`src/rtl/fifo_packer_pkg.sv`:
```
// Shared types and constants for the fifo read-side word packer.
package fifo_packer_pkg;
  typedef enum logic {
    FILL    = 1'b0,
    PRESENT = 1'b1
  } state_e;

  localparam int OUT_COUNT_WIDTH    = 16;
  localparam int DEFAULT_DATA_WIDTH = 4;
  localparam int DEFAULT_LANES      = 2;
endpackage

```
`src/rtl/fifo_read_packer.sv`:
```
// Pops words from a cdc_fifo read port and packs LANES of them into one output beat.
// Optional even-parity output enabled by defining PACKER_PARITY_EN.
module fifo_read_packer
  import fifo_packer_pkg::*;
#(
  parameter int DATA_WIDTH = DEFAULT_DATA_WIDTH,
  parameter int LANES      = DEFAULT_LANES
) (
  input  logic                         clock,
  input  logic                         reset,
  input  logic                         fifo_empty,
  input  logic [DATA_WIDTH-1:0]        fifo_read_data,
  output logic                         fifo_read_increment,
  output logic [DATA_WIDTH*LANES-1:0]  out_data,
  output logic                         out_valid,
  input  logic                         out_ready,
`ifdef PACKER_PARITY_EN
  output logic                         out_parity,
`endif
  output logic [OUT_COUNT_WIDTH-1:0]   out_count
);

  localparam int IW = $clog2(LANES);

  state_e                              state_q, state_d;
  logic [IW-1:0]                       lane_idx_q, lane_idx_d;
  logic [LANES-2:0][DATA_WIDTH-1:0]    acc_q, acc_d;
  logic [DATA_WIDTH*LANES-1:0]         out_data_q, out_data_d;
  logic [OUT_COUNT_WIDTH-1:0]          out_count_q, out_count_d;
  logic                                pop, last_lane;

  always_comb begin
    pop         = !reset && !fifo_empty && (state_q == FILL || out_ready);
    last_lane   = (lane_idx_q == IW'(LANES-1));
    state_d     = state_q;
    lane_idx_d  = lane_idx_q;
    acc_d       = acc_q;
    out_data_d  = out_data_q;
    out_count_d = out_count_q;

    if (pop) begin
      for (int i = 0; i < LANES-1; i++)
        if (lane_idx_q == IW'(i)) acc_d[i] = fifo_read_data;
      if (last_lane) begin
        // final word bypasses the accumulator straight into the beat
        out_data_d = {fifo_read_data, acc_q};
        lane_idx_d = '0;
      end else begin
        lane_idx_d = lane_idx_q + 1'b1;
      end
    end

    if (state_q == PRESENT && out_ready) begin
      out_count_d = out_count_q + 1'b1;
      state_d     = FILL;
    end
    if (pop && last_lane) state_d = PRESENT;
  end

  always_ff @(posedge clock) begin
    if (reset) begin
      state_q     <= FILL;
      lane_idx_q  <= '0;
      acc_q       <= '0;
      out_data_q  <= '0;
      out_count_q <= '0;
    end else begin
      state_q     <= state_d;
      lane_idx_q  <= lane_idx_d;
      acc_q       <= acc_d;
      out_data_q  <= out_data_d;
      out_count_q <= out_count_d;
    end
  end

`ifdef PACKER_PARITY_EN
  logic parity_q;

  always_ff @(posedge clock) begin
    if (reset) parity_q <= 1'b0;
    else       parity_q <= ^out_data_d;
  end

  assign out_parity = parity_q;
`endif

  assign fifo_read_increment = pop;
  assign out_data            = out_data_q;
  assign out_valid           = (state_q == PRESENT);
  assign out_count           = out_count_q;

endmodule

```
`config.mk`:
```
export PLATFORM = sky130hd
export DESIGN_NAME = fifo_read_packer
export DESIGN_NICKNAME = d
export VERILOG_FILES = /design/src/rtl/fifo_packer_pkg.sv /design/src/rtl/fifo_read_packer.sv
export SDC_FILE = /design/constraint.sdc
export NUM_CORES = 1
export LEC_CHECK = 0
export CAP_MARGIN = 20
export CORE_ASPECT_RATIO = 1.5
export CORE_MARGIN = 10
export CORE_UTILIZATION = 50
export DETAILED_ROUTE_END_ITERATION = 12
export GPL_TIMING_DRIVEN = 0
export HOLD_SLACK_MARGIN = 0.02
export MAX_ROUTING_LAYER = met4
export PLACE_DENSITY = 0.82
export SLEW_MARGIN = 10
export SYNTH_ARGS = -nofsm -noshare
export SYNTH_HDL_FRONTEND = slang
export SYNTH_SLANG_ARGS = --single-unit
```
`constraint.sdc`:
```
create_clock -name clock -period 3.6 [get_ports clock]
set_input_delay 0.72 -clock clock [delete_from_list [all_inputs] [get_ports clock]]
set_output_delay 0.72 -clock clock [all_outputs]
set_load 0.01 [all_outputs]
```
== After elaboration in Yosys (flattened, before gate mapping) ==
Cells that the tools add are included.

* Add/sub/neg operators: 2
* Mux-type cells: 3
* Reductions and logical operators: 10
* Bitwise logic cells: 2

{| class="wikitable"
|+ Operators by type and width
! kind !! count
|-
| adder 16 x 1 -> 16 bit (second input constant) || 1
|-
| logical AND 1 bit || 4
|-
| AND reduction 2 bit || 2
|-
| two-way mux 1 bit || 3
|-
| zero test 1 bit || 2
|-
| NOT 1 bit || 2
|-
| nonzero test 2 bit || 1
|-
| adder 1 bit (second input constant) || 1
|-
| logical OR 1 bit || 1
|}

* Flip-flop bits (word level): 30
* Input bits: 8
* Logic and storage cells: 22
* Output and inout port bits: 26

== Longest topological paths before layout ==
Gate-level depths: netlist of run 1.

* Depth in word-level cells: 5
* Mapped depth: 5
* Gate-level depth less buffers: 5

== Worst setup path before layout of run 1 ==
Ideal clock, no wire load.

* Kind: input to output
* Start: in reset
* End: out fifo_read_increment
* Stages on the path: 2
* Data arrival time: 1.395 ns
* Path slack: 1.485 ns
* Path through: clkbuf_1 nor3_2

* Longest elaborated chain between the ends: 3

{| class="wikitable"
|+ Ends and longest elaborated chain
! element !! line !! text
|-
| start, declared || fifo_read_packer.sv:10 || <nowiki>input logic reset,</nowiki>
|-
| zero test 1 bit || fifo_read_packer.sv:33 || <nowiki>pop = !reset && !fifo_empty && (state_q == FILL || out_ready);</nowiki>
|-
| logical AND 1 bit (2 in series) || fifo_read_packer.sv:33 ||
|-
| end, declared || fifo_read_packer.sv:13 || <nowiki>output logic fifo_read_increment,</nowiki>
|}

Every way passes these cells.

== Worst setup path in the final report of run 1 ==
* Start: in out_ready
* End: out fifo_read_increment

* Longest elaborated chain between the ends: 2

{| class="wikitable"
|+ Ends and longest elaborated chain
! element !! line !! text
|-
| start, declared || fifo_read_packer.sv:16 || <nowiki>input logic out_ready,</nowiki>
|-
| logical OR 1 bit || fifo_read_packer.sv:33 ||
|-
| logical AND 1 bit || fifo_read_packer.sv:33 ||
|}

Every way passes these cells.

==> out/summary.txt, run 1 <==
status = completed
ranking of synthesized cells by area = dfxtp_1, nand3_1, a21oi_1
CTS tree = done
Synth cell types = 28
I/O pin cnt = 34
number of max-cap violations = 0
DR WL/cell = 15.4 µm
buffers inserted by post-CTS timing repair = 0
worst path required time = 2.88 ns
layout cells sized above 1 = 8.74%
WS Path Type = primary input to primary output
clock-pin slew on the worst setup and hold paths = 0.09 ns
Pleak = 0.581 nW
Place WS = 0.307 ns
Die Ht = 81.4 µm
grt ovf = 0
worst slew pin tran = 0.645 ns
Post-Syn Area = 1260 µm²
nets = 191
Routed Antenna Nets = 0
die footprint = 4960 µm²
Yosys reg bits = 30
largest net degree at the start of global routing = 11
first-pass GRT wire length = 5480 µm
sequential area share after synthesis = 47.8%
synthesized net count = 152
slowest CP cell = clkdlybuf4s50_1
initial antenna violation count = 0
Critical Path AT = 2.62 ns
Setup-failing EPs final = 0
vias in the first global route = 1186
Final Cycle Share = 92.7%
crit-path cells = clkdlybuf4s50_1 -> nor2b_1 -> nor3_2 -> clkdlybuf4s50_1
crit path max fanout = 10
Clock Skew = 0.0125 ns
PwrDens = 431 nW/µm²
hpwl dp = 2400 µm
HP Class = flop to flop
Sum Neg Setup Slack = 0 ns
CTS Hold Bufs = 0
post-layout power = 740 µW
fmax = 300 MHz
ANT cells = 0
synth warn = 0
CORE AREA = 2420 µm²
CP Launch Type = primary input
RSZ-0062 raised after global routing = no
most numerous cell on the critical path = clkdlybuf4s50_1
gr usage total = 14.9%
Area after DPL = 1610 µm²
Cell Rows = 22
Worst path max stage delay = 0.67 ns
# port buffers = 32
H-tree depth = 2
Post-Syn Instances = 143
initial core utilization = 51.9%
GPL Wtd Cong = 0.847
Mapped Avg Cell Area = 8.78 µm²
Pins Over Slew Limit = 0
worst relative slew slack = 56.8%
most frequent cells in the layout = clkdlybuf4s50_1, dfxtp_1, nand3_1
final core utilization = 70.9%
Root Buffer = clkbuf_4
DRC Markers = 0
critical path endpoint category = primary output
cell area after layout = 1720 µm²
Peak VDD IR = 408 µV
post-cts sizing count = 0
final WL = 3200 µm
Vias/cell = 5.73
min Tclk post-route = 3.34 ns
Final Worst Setup Slack = 0.262 ns
initial DRC count = 36
first drt pass iteration count = 6
Syn-to-layout area delta = 36.8%
area share of the leading cell type in the synthesized netlist = 47.8%
cell taking the most area after synthesis = dfxtp_1
most common cell after layout, fill and taps aside = clkdlybuf4s50_1
chip width = 60.9 µm
Worst-Skew Late Latency = 0.34 ns
final hold vios = 0
TritonCTS buffer count = 5
DR vias = 1186
CTS Buffer Depth = 2
CTS sink count = 30
==> sequential cells by signal (all words and copies together) (netlist names) <==
signal,count
out_data,8
acc_q,4
lane_idx_q,1
out_count,16
out_valid,1
==> metrics by stage <==
step                      hold WS, ns  cells
after global placement          0.444    199
after detailed placement        0.453    199
final                           0.460    207
after floorplan                 0.443    143
after global routing            0.495    207
after CTS                       0.466    207
==> cell usage after synthesis <==
cell	n
dfxtp_1	30
nand3_1	18
nor2_1	17
nand2_1	15
a21oi_1	14
xor2_1	8
clkbuf_1	5
mux2i_1	4
nand4_1	4
xnor2_1	3
and4_1	2
buf_2	2
nor2b_1	2
nor3_1	2
o21ai_0	2
o31ai_1	2
or4_1	2
and4_2	1
ha_1	1
mux2_2	1
nand2b_1	1
nand4_2	1
nor3_2	1
nor4_1	1
nor4_2	1
or2_0	1
or3_2	1
or4b_1	1
==> worst max-delay path: cells and delay by family <==
kind                   cells  cell delay (ns)
buffers and inverters      2             1.27
and+or+nand+nor            2             0.63
==> cells by family after synthesis <==
| logic type | share of synthesized area, % |
|---|---|
| flops | 47.8 |
| compound gates | 7.57 |
| xor+xnor | 7.67 |
| buf+inv | 2.29 |
| simple gates | 29.6 |
| fa+ha+maj | 0.996 |
| mux | 4.08 |
==> layout make-up <==
| class | instances | area, µm² |
|---|---|---|
| Tap cell | 24 | 30.0 |
| Timing Repair Buffer | 32 | 320 |
| Multi-Input combinational cell | 106 | 627 |
| Buffer | 7 | 28.8 |
| Fill cell | 203 | 704 |
| Clock inverter | 2 | 60.1 |
| Clock buffer | 6 | 51.3 |
| Sequential cell | 30 | 601 |
==> where the power goes <==
part,internal (mW),switching [mW],total (mW)
clock,0.235,0.125,0.360
sequential,0.337,0.00345,0.340
combinational,0.0175,0.0220,0.0395
==> metal layers <==
layer | vias to the layer above | GRT usage, % | wire length (µm) | share of wire (%)
met5 | - | - | 0 | 0
met4 | 0 | 5.29 | 44 | 1.4
met3 | 6 | 7.02 | 338 | 11
met2 | 49 | 25.3 | 1700 | 53
met1 | 553 | 14.1 | 1110 | 35
li1 | 578 | - | - | -
==> path summary, 6_finish.rpt <==
check	start	endpoint	slack, ns	cells after the start
max	out_ready	fifo_read_increment	0.26	4
min	out_data[1]	out_data[1]	0.46	2
min reg2reg	out_data[1]	out_data[1]	0.46	2
max reg2reg	out_count[3]	out_count[13]	1.83	5
Power figures use the tool's default switching activity.
==> run 2, diff against run 1 <==
--- a/config.mk
+++ b/config.mk
@@ -7,13 +7,14 @@
 export LEC_CHECK = 0
 export CAP_MARGIN = 20
 export CORE_ASPECT_RATIO = 1.5
-export CORE_MARGIN = 10
+export CORE_MARGIN = 1.5
 export CORE_UTILIZATION = 50
 export DETAILED_ROUTE_END_ITERATION = 12
 export GPL_TIMING_DRIVEN = 0
 export HOLD_SLACK_MARGIN = 0.02
 export MAX_ROUTING_LAYER = met4
 export PLACE_DENSITY = 0.82
+export SKIP_CTS_REPAIR_TIMING = 1
 export SLEW_MARGIN = 10
 export SYNTH_ARGS = -nofsm -noshare
 export SYNTH_HDL_FRONTEND = slang
==> out/summary.txt, run 2 (synthesis results as in run 1) <==
status = completed
CTS sink count = 30
Switch Pwr = 149 µW
PwrDens = 384 nW/µm²
flip-flop count of the largest register after layout = 16
worst slew pin tran = 0.633 ns
Cell Rows = 22
Clock Skew = 0.0115 ns
worst relative slew slack = 57.4%
H-tree depth = 2
DR vias = 1178
fillers = 203
Syn-to-layout area delta = 34.1%
Int Pwr = 498 µW
first drt pass iteration count = 4
CTS tree = done
FF-to-FF path depth = 5
final WL = 2850 µm
CORE AREA = 2420 µm²
chip width = 43.9 µm
worst path required time = 2.88 ns
min Tclk post-route = 3.31 ns
initial antenna violation count = 0
Worst R2R Start = out_count[1]
crit path max fanout = 10
Worst-Skew Late Latency = 0.34 ns
CTS Buffer Depth = 2
Reg power frac = 52.6%
grt ovf = 0
Critical Path End = fifo_read_increment
post-layout power = 647 µW
final hold vios = 0
HP Class = flop to flop
number of max-cap violations = 0
I/O pin cnt = 34
CP Launch Type = primary input
# port buffers = 32
nets = 191
most common cell after layout, fill and taps aside = clkdlybuf4s50_1
first-pass GRT wire length = 4810 µm
Sum Neg Setup Slack = 0 ns
critical path endpoint category = primary output
WS Path Type = primary input to primary output
clock-pin slew on the worst setup and hold paths = 0.09 ns
DR WL/cell = 13.8 µm
Die Ht = 64.4 µm
TritonCTS buffer count = 5
Setup-failing EPs final = 0
vias in the first global route = 1107
initial DRC count = 31
worst hold stages = 2
WHS = 0.462 ns
Critical Path AT = 2.59 ns
Vias/cell = 5.69
die footprint = 2830 µm²
hpwl dp = 2040 µm
CP startpoint = out_ready
layout cells sized above 1 = 8.74%
gr usage total = 23.8%
Routed Antenna Nets = 0
Pins Over Slew Limit = 0
Switching Share = 23.0%
largest net degree at the start of global routing = 11
Final Cycle Share = 91.9%
fmax = 302 MHz
most frequent cells in the layout = clkdlybuf4s50_1, dfxtp_1, nand3_1
Root Buffer = clkbuf_4
DRC Markers = 0
final core utilization = 69.5%
RSZ-0062 raised after global routing = no
Peak VDD IR = 332 µV
Pleak = 0.568 nW
r2r setup slk = 1.82 ns
initial core utilization = 51.9%
power share of the clock group = 41.3%
ANT cells = 0
combinational share of power = 6.1%
GPL Wtd Cong = 0.841
R2R Path End = out_count[14]
run 2: layout make-up:
cell class              instances  area [µm²]  share of cell area (%)
multi-input cells             106         627                    37.2
clock inverters                 3        40.0                    2.38
clock buffers                   5        37.5                    2.23
well taps                      24        30.0                    1.78
repair buffers                 32         320                    19.0
plain buffers                   7        28.8                    1.71
flip-flops and latches         30         601                    35.7
run 2: worst min-delay path by stage:
stage / slack (ns) / startpoint / end
2_1_floorplan: 0.44 / acc_q[1] / out_data[1]
3_3_place_gp: 0.44 / out_data[6] / out_data[6]
3_5_place_dp: 0.45 / out_data[5] / out_data[5]
4_1_cts: 0.46 / out_data[5] / out_data[5]
5_1_grt: 0.49 / out_data[5] / out_data[5]
6_report: 0.46 / out_data[4] / out_data[4]
run 2: routing by layer:
metal  vias up  track usage [%]  wire, µm
li1        584                -         -
met5         -                -         0
met4         0             18.6       123
met1       539             25.6      1200
met3        12             6.50       145
met2        43             35.8      1380
run 2: worst max-delay path, stage by stage:
cell and delay, ns:
clkdlybuf4s50_1 0.60, nor2b_1 0.12, nor3_2 0.49, clkdlybuf4s50_1 0.66
run 2: power groups by stage:
| stage | clock network, mW | registers, mW | logic, mW |
|---|---|---|---|
| 6_report | 0.267 | 0.340 | 0.0395 |
| 5_1_grt | 0.290 | 0.341 | 0.0438 |
| 4_1_cts | 0.275 | 0.340 | 0.0396 |
| 3_5_place_dp | 0 | 0.347 | 0.0393 |
| 3_3_place_gp | 0 | 0.347 | 0.0384 |
| 2_1_floorplan | 0 | 0.348 | 0.0205 |
run 2: through the flow:
stage / setup WS [ns] / instances / area (µm²)
after floorplan: 1.49 / 143 / 1260
after global placement: 0.312 / 199 / 1610
after detailed placement: 0.329 / 199 / 1610
after CTS: 0.290 / 207 / 1680
after global routing: 0.197 / 207 / 1680
final: 0.292 / 207 / 1680
